$ cat config.mk
export PLATFORM = sky130hd
export DESIGN_NAME = seg_scroll_ctrl
export DESIGN_NICKNAME = d
export VERILOG_FILES = /design/src/rtl/seg_pkg.sv /design/src/rtl/seg_hex_decoder.sv /design/src/rtl/seg_scroll_ctrl.sv
export SDC_FILE = /design/constraint.sdc
export NUM_CORES = 1
export LEC_CHECK = 0
export CAP_MARGIN = 20
export CORE_MARGIN = 2
export CORE_UTILIZATION = 50
export CTS_CLUSTER_DIAMETER = 60
export CTS_CLUSTER_SIZE = 30
export DETAILED_ROUTE_END_ITERATION = 16
export PLACE_DENSITY = 0.8
export SLEW_MARGIN = 20
export SYNTH_ARGS = -nofsm -noshare
export SYNTH_HDL_FRONTEND = slang
export SYNTH_SLANG_ARGS = --single-unit
export TNS_END_PERCENT = 5
$ cat constraint.sdc
create_clock -name clk -period 4.7 [get_ports clk]
set_clock_uncertainty 0.1 [all_clocks]
set_input_delay 1.41 -clock clk [delete_from_list [all_inputs] [get_ports clk]]
set_output_delay 1.41 -clock clk [all_outputs]
set_load 0.01 [all_outputs]
$ cat src/rtl/seg_pkg.sv
// seg_pkg: shared codes, segment patterns and controller states for the digit scroller
//   SEG_BLANK  - all segments off (active-low)
//   CODE_BLANK - message code that renders as blank
//   SEG_0..F   - active-low {g,f,e,d,c,b,a} patterns for hex digits
//   SEG_LUT    - digit patterns indexed by hex value
//   state_t    - IDLE / RUN / PAUSE
package seg_pkg;
  localparam logic [6:0] SEG_BLANK  = 7'b1111111;
  localparam logic [4:0] CODE_BLANK = 5'h10;
  localparam logic [6:0] SEG_0 = 7'b1000000;
  localparam logic [6:0] SEG_1 = 7'b1111001;
  localparam logic [6:0] SEG_2 = 7'b0100100;
  localparam logic [6:0] SEG_3 = 7'b0110000;
  localparam logic [6:0] SEG_4 = 7'b0011001;
  localparam logic [6:0] SEG_5 = 7'b0010010;
  localparam logic [6:0] SEG_6 = 7'b0000010;
  localparam logic [6:0] SEG_7 = 7'b1111000;
  localparam logic [6:0] SEG_8 = 7'b0000000;
  localparam logic [6:0] SEG_9 = 7'b0010000;
  localparam logic [6:0] SEG_A = 7'b0001000;
  localparam logic [6:0] SEG_B = 7'b0000011;
  localparam logic [6:0] SEG_C = 7'b1000110;
  localparam logic [6:0] SEG_D = 7'b0100001;
  localparam logic [6:0] SEG_E = 7'b0000110;
  localparam logic [6:0] SEG_F = 7'b0001110;
  localparam logic [15:0][6:0] SEG_LUT = {SEG_F, SEG_E, SEG_D, SEG_C, SEG_B, SEG_A, SEG_9, SEG_8,
                                          SEG_7, SEG_6, SEG_5, SEG_4, SEG_3, SEG_2, SEG_1, SEG_0};
  typedef enum logic [1:0] {IDLE, RUN, PAUSE} state_t;
endpackage

$ cat src/rtl/seg_hex_decoder.sv
// seg_hex_decoder: 5-bit message code to active-low seven-segment pattern
//   i_code - bit4 set means blank, otherwise bits3:0 are a hex digit
//   o_seg  - active-low {g,f,e,d,c,b,a}
module seg_hex_decoder
  import seg_pkg::*;
(
  input  logic [4:0] i_code,
  output logic [6:0] o_seg
);
  assign o_seg = i_code[4] ? SEG_BLANK : SEG_LUT[i_code[3:0]];
endmodule

$ cat src/rtl/seg_scroll_ctrl.sv
// seg_scroll_ctrl: scrolls a programmable digit message across four seven-segment displays
//   clk, rst            - clock, asynchronous active-high reset
//   wr_en/addr/data     - message buffer write port, honoured only while idle
//   msg_len, loop       - run length (1..8) and repeat flag, latched on accepted start
//   start, stop, pause  - run control
//   busy, done, pos     - run status, end-of-run pulse, window start index
//   ss3..ss0            - registered active-low segments, ss3 leftmost
module seg_scroll_ctrl
  import seg_pkg::*;
#(
  parameter int TICK_DIV  = 50_000_000,
  parameter int MSG_DEPTH = 8
) (
  input  logic       clk,
  input  logic       rst,
  input  logic       wr_en,
  input  logic [2:0] wr_addr,
  input  logic [4:0] wr_data,
  input  logic [3:0] msg_len,
  input  logic       loop,
  input  logic       start,
  input  logic       stop,
  input  logic       pause,
  output logic       busy,
  output logic       done,
  output logic [2:0] pos,
  output logic [6:0] ss3,
  output logic [6:0] ss2,
  output logic [6:0] ss1,
  output logic [6:0] ss0
);
  localparam int CW = $clog2(TICK_DIV);
  localparam logic [CW-1:0] CNT_LAST = CW'(TICK_DIV - 1);
  state_t r_state, w_nxt_state;
  logic [CW-1:0] r_cnt, w_nxt_cnt;
  logic [2:0] r_pos, w_nxt_pos;
  logic [3:0] r_len, w_nxt_len;
  logic r_loop, r_done, w_done_nxt;
  logic [4:0] r_buf [MSG_DEPTH];
  logic [4:0] w_buf [MSG_DEPTH];
  logic [3:0][6:0] r_ss, w_seg;
  logic [3:0][4:0] w_code;
  logic [3:0][3:0] w_idx;
  logic w_busy, w_start_ok, w_tc, w_last;
  assign w_busy     = r_state != IDLE;
  assign w_start_ok = !w_busy && start && msg_len != 4'd0 && msg_len <= 4'd8;
  assign w_tc       = r_cnt == CNT_LAST;
  assign w_last     = {1'b0, r_pos} == r_len - 4'd1;
  always_ff @(posedge clk or posedge rst)
    if (rst) r_state <= IDLE;
    else r_state <= w_nxt_state;
  // A terminal count steps even while pause is high, so PAUSE never holds a terminal count.
  always_comb begin
    w_nxt_state = r_state;
    w_nxt_pos   = r_pos;
    w_nxt_cnt   = r_cnt;
    if (!w_busy) begin
      if (w_start_ok) begin
        w_nxt_state = RUN;
        w_nxt_pos   = '0;
        w_nxt_cnt   = '0;
      end
    end else if (stop) begin
      w_nxt_state = IDLE;
      w_nxt_pos   = '0;
      w_nxt_cnt   = '0;
    end else if (w_tc) begin
      w_nxt_cnt   = '0;
      w_nxt_state = pause ? PAUSE : RUN;
      w_nxt_pos   = w_last ? 3'd0 : r_pos + 3'd1;
      if (w_last && !r_loop) w_nxt_state = IDLE;
    end else begin
      w_nxt_state = pause ? PAUSE : RUN;
      w_nxt_cnt   = pause ? r_cnt : r_cnt + CW'(1);
    end
  end
  // Window codes are built from next-cycle state and buffer so the segment registers
  // already hold the new window on the cycle the state changes.
  always_comb begin
    w_buf = r_buf;
    if (!w_busy && wr_en) w_buf[wr_addr] = wr_data;
    w_nxt_len  = w_start_ok ? msg_len : r_len;
    w_done_nxt = w_busy && !stop && w_tc && w_last && !r_loop;
    for (int k = 0; k < 4; k++) begin
      w_idx[k]  = {1'b0, w_nxt_pos} + 4'(3 - k);
      w_code[k] = (w_nxt_state == IDLE || w_idx[k] >= w_nxt_len) ? CODE_BLANK : w_buf[w_idx[k][2:0]];
    end
  end
  for (genvar k = 0; k < 4; k++) begin : g_dec
    seg_hex_decoder u_dec (.i_code(w_code[k]), .o_seg(w_seg[k]));
  end
  always_ff @(posedge clk or posedge rst) begin
    if (rst) begin
      r_cnt  <= '0;
      r_pos  <= '0;
      r_len  <= '0;
      r_loop <= 1'b0;
      r_done <= 1'b0;
      r_ss   <= {4{SEG_BLANK}};
      for (int i = 0; i < MSG_DEPTH; i++) r_buf[i] <= CODE_BLANK;
    end else begin
      r_cnt  <= w_nxt_cnt;
      r_pos  <= w_nxt_pos;
      r_len  <= w_nxt_len;
      r_loop <= w_start_ok ? loop : r_loop;
      r_done <= w_done_nxt;
      r_ss   <= w_seg;
      r_buf  <= w_buf;
    end
  end
  assign busy = w_busy;
  assign done = r_done;
  assign pos  = r_pos;
  assign ss3  = r_ss[3];
  assign ss2  = r_ss[2];
  assign ss1  = r_ss[1];
  assign ss0  = r_ss[0];
endmodule

==> metrics.md, run 1 <==
| Metric | Value |
|---|---|
| Share of layout cells above drive strength 1 | `35.1%` |
| Endpoint class of the critical path | `flip-flop` |
| Final hold vios | `0` |
| 1st-pass router iterations | `7` |
| Vias per cell | `5.92` |
| Port Buffers | `51` |
| Synthesis-stage register bit count | `105` |
| Die H | `125 µm` |
| Die area | `0.0156 mm²` |
| Drt total wl | `20,600 µm` |
| Core ar. | `0.0144 mm²` |
| Area delta synth->final | `33.4%` |
| Startpoint Class | `input pin` |
| Async SR Flop Fraction | `100%` |
| Final setup viols | `0` |
| Critical path type | `input pin to flip-flop` |
| Primary FF master, synth | `dfrtp_1` |
| Register area | `0.00267 mm²` |
| Worst Tran Pin Value | `0.665 ns` |
| Skew-Pair Late Insertion Delay | `0.36 ns` |
| Max cap viols | `0` |
| Yosys warning count | `0` |
| Worst min path class | `flip-flop to flip-flop` |
| Vias in the first global route | `6,833` |
| Crit path DAT | `approximately 4.8 ns` |
| Pwr Total | `3370 µW` |
| Largest net degree at the start of global routing | `91` |
| Pre-CTS WS | `-0.641 ns` |
| Lkg Pwr | `0.00461 µW` |
| Antenna viol nets, final | `0` |
| Wire per inst | `between 15 and 20 µm` |
| First-pass GRT wire length | `33,300 µm` |
| Layout Cells excl Fill | `roughly 1,100` |
| Hpwl dp | `15,000 µm` |
| Pint | `approximately 2200 µW` |
| Yosys cell types | `81` |
| TritonCTS Sinks | `105` |
| Sequential Power Share | `34.4%` |
| Fin crit share | `97.4%` |
| Placed Area | `0.00922 mm²` |
| CTS Root Cell | `clkbuf_16` |
| RR Endpoint | `ss0[3]` |
| Peak Freq | `0.218 GHz` |
| Max VDD drop | `0.247 mV` |
| DR vias | `between 6,000 and 7,000` |
| DRC violations left | `0` |
| Placed cells | `1,118` |
| Critical Path RT | `4.88 ns` |
| Comb power frac | `41.7%` |
| R2R Path Start | `r_len[0]` |
| Initial antenna violation count | `1` |
| Area of the multi-input gates | `0.00450 mm²` |
| Hold-fix buffers, CTS | `0` |
| Hold Path End | `done` |
| Clock buffer count from CTS | `9` |
| GRT Total Usage | `26.1%` |
| Worst Hold Depth | `1` |
| Diode count | `0` |
| Row cnt | `44` |
| Die Wd | `125 µm` |
| NumNets Final | `just over 1,000` |
| H-tree depth | `3` |
| Relative slew slack | `55.3%` |
| CP max FO | `5` |
| Power Dens Cells | `~350 mW/mm²` |
| R2R cell count | `21` |
| TritonCTS clock tree | `done` |
| First DRT Iteration DRCs | `around 640` |
| Status | `finished clean` |
| Switching share of power | `34.3%` |
| Post-synth EDFFs | `0` |
| Final-report max-slew violation count | `0` |
| Worst Setup SP | `start` |
| Hold path startpoint | `r_loop` |
| Total grt overflow | `0` |
| Final instance area | `0.00977 mm²` |
| R2R setup slack | `0.37 ns` |
| Min Tclk post-route | `between 4 and 5 ns` |
| Clock slew at reported path FFs | `0.08 ns` |
| I/O pin count | `52` |
| Placer Congestion | `0.915` |
| Synth Net Count | `812` |
| Starting density of the core | `50.8%` |
| CTS Buffer Depth | `2` |
| Setup ws final | `0.123 ns` |
| Mean post-synth cell area | `a little under 10 µm²` |
| Cell area after synthesis | `0.00732 mm²` |
| NetSw | `1160 µW` |
| Syn Inst Count | `roughly 760` |
| Fill cells | `around 1,100` |
| Clock share of power | `23.9%` |
| Sequential-to-total area share from yosys stat | `between 30% and 40%` |
[final cells by class]
type | instances | area share [%]
Clock buffer | 9 | 2.31
Clock inverter | 7 | 0.910
Inverter | 63 | 2.51
Multi-Input combinational cell | 553 | 46.1
Sequential cell | 105 | 27.4
Tap cell | 184 | 2.36
Timing Repair Buffer | 221 | 18.5
[layer usage]
layer | up-vias | track usage [%] | share of wire (%)
li1 | 3132 | - | -
met1 | 3314 | 33.2 | 41
met2 | 262 | 44.6 | 50
met3 | 50 | 5.48 | 6.5
met4 | 0 | 8.43 | 2.4
met5 | - | 0 | 0
[sequential cells by signal (all words and copies together), names as in the netlist]
signal / flops
r_buf: 40
r_cnt: 26
ss0: 7
ss1: 7
ss2: 7
ss3: 7
r_len: 4
pos: 3
r_state: 2
done: 1
r_loop: 1
[cells by family after synthesis]
logic type	synth area share, %
buf+inv	5.79
mux	13.8
compound gates	18.1
xor+xnor	3.37
fa+ha+maj	6.49
flops	36.5
simple gates	15.9
[power groups by stage]
stage / registers [µW] / clock network (µW) / logic [µW]
after global routing: 1180 / 859 / 1520
final: 1160 / 807 / 1410
after detailed placement: 1180 / 0 / 1320
after CTS: 1160 / 815 / 1340
after floorplan: 1190 / 0 / 741
after global placement: 1170 / 0 / 1280
[worst max-delay path, stage by stage]
cell and delay, ns:
clkdlybuf4s50_1 0.55, buf_4 0.16, nand3_2 0.12, mux2_2 0.36, ha_1 0.29, nand2_1 0.07
a21o_1 0.19, a21o_1 0.18, a21oi_2 0.11, nand2_1 0.10, and3b_2 0.30, a22o_4 0.17
clkinvlp_4 0.14, ha_4 0.21, mux2_2 0.26, a2bb2oi_1 0.15
[cell usage in the layout, fill, tap and decap left out, types with 7 or more instances in the layout]
cell             netlist  layout
dfrtp_1               69      69
buf_4                  2     166
ha_1                  38      31
o221ai_1               9       8
a21oi_1               50      48
nand4_1                7       7
nor2_1                47      44
clkdlybuf4s50_1        0      46
o211ai_1              10      10
a211oi_1               8       7
and2_1                 8       8
o21ai_0               26      26
clkbuf_16              0       9
xnor2_1               13      12
mux2_2                21      21
xor2_1                12      12
mux4_2                 9       9
mux2i_1               48      47
inv_1                 60      55
dfstp_2               36      36
a21o_1                13      13
nand2_1               54      53
nand3_1               29      28
nor3_1                13       9
[through the flow]
stage,setup TNS (ns),util (%),hold slack (ns)
floorplan,-4.53,-,0.326
global placement,-10.26,63.9,0.373
detailed placement,-12.34,63.9,0.384
CTS,0,66.4,0.394
global route,-0.0231,67.7,0.407
finish,0,67.7,0.393
[worst max path at each step]
stage / end / slack (ns) / depth (start not counted)
2_1_floorplan: ss2[5] / -0.36 / 21
3_3_place_gp: ss1[3] / -0.51 / 19
3_5_place_dp: ss0[0] / -0.64 / 20
4_1_cts: ss1[0] / 0.0008 / 20
5_1_grt: ss1[0] / -0.01 / 17
6_report: ss0[3] / 0.12 / 16
[what timing repair did]
item	4_1_cts	5_1_grt
setup buffers	1	7
setup endpoints to repair	24	27
resized for setup	11	38
pin swaps	6	19
[synth_stat cells, types with 4 or more instances]
library cell  count  area (µm²)
mux2i_1          48         480
or3_1             6        37.5
nand2_1          54         203
buf_2            12        60.1
xor2_1           12         105
nand3_1          29         145
a21o_1           13        97.6
ha_1             38         475
o21ai_1           6        30.0
mux4_2            9         203
mux2_4            4        60.1
o31ai_1           5        37.5
or2_2             5        31.3
mux2_2           21         236
o211ai_1         10        75.1
nor2_1           47         176
inv_1            60         225
dfrtp_1          69        1730
a211oi_1          8        60.1
and3_1            8        50.1
xnor2_1          13         114
o221ai_1          9        78.8
dfstp_2          36         946
nand4_1           7        43.8
a31oi_1           6        37.5
a2bb2oi_1         5        43.8
a22o_1            8        70.1
a21oi_1          50         250
nor4_1            6        37.5
clkbuf_1         13        48.8
a22oi_1           5        37.5
buf_6             5        56.3
nand3b_1          6        45.0
nor3_1           13        65.1
and2_1            8        50.1
o21ai_0          26         130
Power figures use the tool's default switching activity.
==> inputs of run 2 (changes only) <==
- GPL_ROUTABILITY_DRIVEN: default -> 0
==> metrics.md, run 2 (synthesis results as in run 1) <==
| Metric | Value |
|---|---|
| GRT Total Usage | `25.9%` |
| Skew-Pair Late Insertion Delay | `0.37 ns` |
| Largest net degree at the start of global routing | `a little over 60` |
| Fill cells | `1,041` |
| Clock buffer count from CTS | `9` |
| TritonCTS clock tree | `done` |
| First DRT Iteration DRCs | `between 700 and 800` |
| Die Wd | `125 µm` |
| CP max FO | `5` |
| Worst Hold Depth | `2` |
| Pint | `2220 µW` |
| Slowest CP cell | `xnor2_2` |
| Row cnt | `44` |
| 1st-pass router iterations | `5` |
| Critical Path RT | `4.89 ns` |
| Final setup viols | `0` |
| Worst-case hold slack | `0.405 ns` |
| Switching share of power | `34.3%` |
| Starting density of the core | `50.8%` |
| Relative slew slack | `49.7%` |
| Top Registers | `r_buf x40, r_cnt x26` |
| R2R setup slack | `about 0.35 ns` |
| Area delta synth->final | `35.5%` |
| TritonCTS Sinks | `between 100 and 150` |
| Placed Area | `0.00926 mm²` |
| Max cap viols | `0` |
| NumNets Final | `just over 1,000` |
| Buf+Inv Stages, Crit Path | `5` |
| Critical Path End | `ss0[3]` |
| Worst min path class | `flip-flop to flip-flop` |
| Total grt overflow | `0` |
| Fin crit share | `98.5%` |
| Core ar. | `around 0.014 mm²` |
| NetSw | `1160 µW` |
| RSZ-0062 raised after global routing | `yes` |
| H-tree depth | `3` |
| R2R cell count | `20` |
| Peak Freq | `roughly 0.22 GHz` |
| CTS Root Cell | `clkbuf_16` |
| DRC violations left | `0` |
| Comb power frac | `42.9%` |
| Layout Cells excl Fill | `~1,100` |
| Sequential Power Share | `34.4%` |
| Critical path depth | `20` |
| Placed cells | `1,117` |
| RR Endpoint | `ss2[3]` |
| Hold-fix buffers, CTS | `0` |
| Port Buffers | `51` |
| Share of layout cells above drive strength 1 | `35.9%` |
| Pwr Total | `3370 µW` |
| Initial antenna violation count | `0` |
| Antenna viol nets, final | `0` |
| Largest register by flop count | `r_buf` |
| Min Tclk post-route | `4.63 ns` |
| Hpwl dp | `14,900 µm` |
| Commonest non-fill, non-tap cell in the layout | `buf_4` |
| Most frequent cells in the layout | `buf_4 (162), dfrtp_1 (69), inv_1 (51)` |
| Max VDD drop | `approximately 0.23 mV` |
| Crit path DAT | `a little under 5 ns` |
| Wire per inst | `18.6 µm` |
| Worst Setup SP | `msg_len[3]` |
| Critical path type | `input pin to flip-flop` |
| I/O pin count | `52` |
| Startpoint Class | `input pin` |
| Die H | `around 130 µm` |
| Max reg flops | `40` |
| Status | `finished clean` |
| Drt total wl | `around 21,000 µm` |
| Vias per cell | `5.90` |
| Worst Tran Pin Value | `0.754 ns` |
| First-pass GRT wire length | `about 33,000 µm` |
| Final-report max-slew violation count | `0` |
| Most common cell on crit path | `buf_4` |
| Power Dens Cells | `340 mW/mm²` |
| Endpoint class of the critical path | `flip-flop` |
| Clock share of power | `22.8%` |
| DR vias | `a little under 7,000` |
| Lkg Pwr | `around 0.0046 µW` |
| Crit-path cells | `dlygate4sd2_1, xnor2_2, a21oi_4, buf_4, o2bb2ai_1, nor2_2, inv_2, buf_4, nand3_2, nand2_2, ha_1, a21o_1, a21oi_1, nand2_1, and3b_2, a22o_4, buf_6, ha_2, mux2_2, a2bb2oi_1` |
| Diode count | `0` |
| Final hold vios | `0` |
| CP peak stage delay | `0.30 ns` |
| CP top delay family | `compound AO/OA/AOI/OAI gates` |
| CTS Buffer Depth | `2` |
| Final instance area | `0.00992 mm²` |
| Vias in the first global route | `around 6,500` |
| Clock slew at reported path FFs | `0.07 ns` |
| R2R Path Start | `r_cnt[24]` |
| Die area | `0.0156 mm²` |
run 2: how the worst min path moves through the flow:
stage	from	endpoint	slack, ns
finish	r_buf[31]	r_buf[31]	0.40
global route	r_loop	done	0.43
CTS	r_loop	done	0.40
detailed placement	r_loop	done	0.39
global placement	r_loop	done	0.37
floorplan	r_loop	done	0.33
run 2: tightest hold or removal path, stage by stage (launching register included):
cell,delay (ns)
dfrtp_1,0.32
mux2i_1,0.08
inv_1,0.07
run 2: area by class of cell:
class	instances	area (µm²)	area share, %
Clock inverter	5	43.8	0.441
Timing Repair Buffer	222	1870	18.9
Sequential cell	105	2670	26.9
Inverter	63	249	2.51
Multi-Input combinational cell	554	4600	46.4
Clock buffer	11	254	2.56
Tap cell	184	230	2.32
run 2: power groups by stage:
stage / clock, µW / combinational (µW) / sequential (µW)
after floorplan: 0 / 741 / 1190
after CTS: 782 / 1350 / 1160
final: 768 / 1450 / 1160
after detailed placement: 0 / 1320 / 1170
after global placement: 0 / 1280 / 1170
after global routing: 821 / 1560 / 1180
run 2: per-stage QoR:
stage | setup TNS, ns | utilization, % | setup slack [ns]
CTS | 0 | 66.8 | 0.00546
finish | 0 | 68.8 | 0.0688
floorplan | -4.53 | - | -0.355
global placement | -9.76 | 64.2 | -0.467
detailed placement | -12.66 | 64.2 | -0.618
global route | -0.909 | 68.8 | -0.0869
run 2: metal layers:
layer | vias up | track usage (%) | routed length (µm)
met4 | 0 | 9.02 | 638
met5 | - | 0 | 0
met2 | 247 | 43.2 | 10700
li1 | 3141 | - | -
met3 | 61 | 4.11 | 1170
met1 | 3298 | 34.6 | 8860
run 2: what timing repair did:
item,in CTS,in global routing
setup buffers,2,8
cloned,1,0
endpoints found under the setup margin,27,28
resized for setup,16,58
pin swaps,8,30
==> inputs of run 3 (changes only) <==
- CTS_CLUSTER_DIAMETER: 60 -> 200
==> results of run 3 <==
No change in the layout: final DEF, timing and power equal those of run 2.
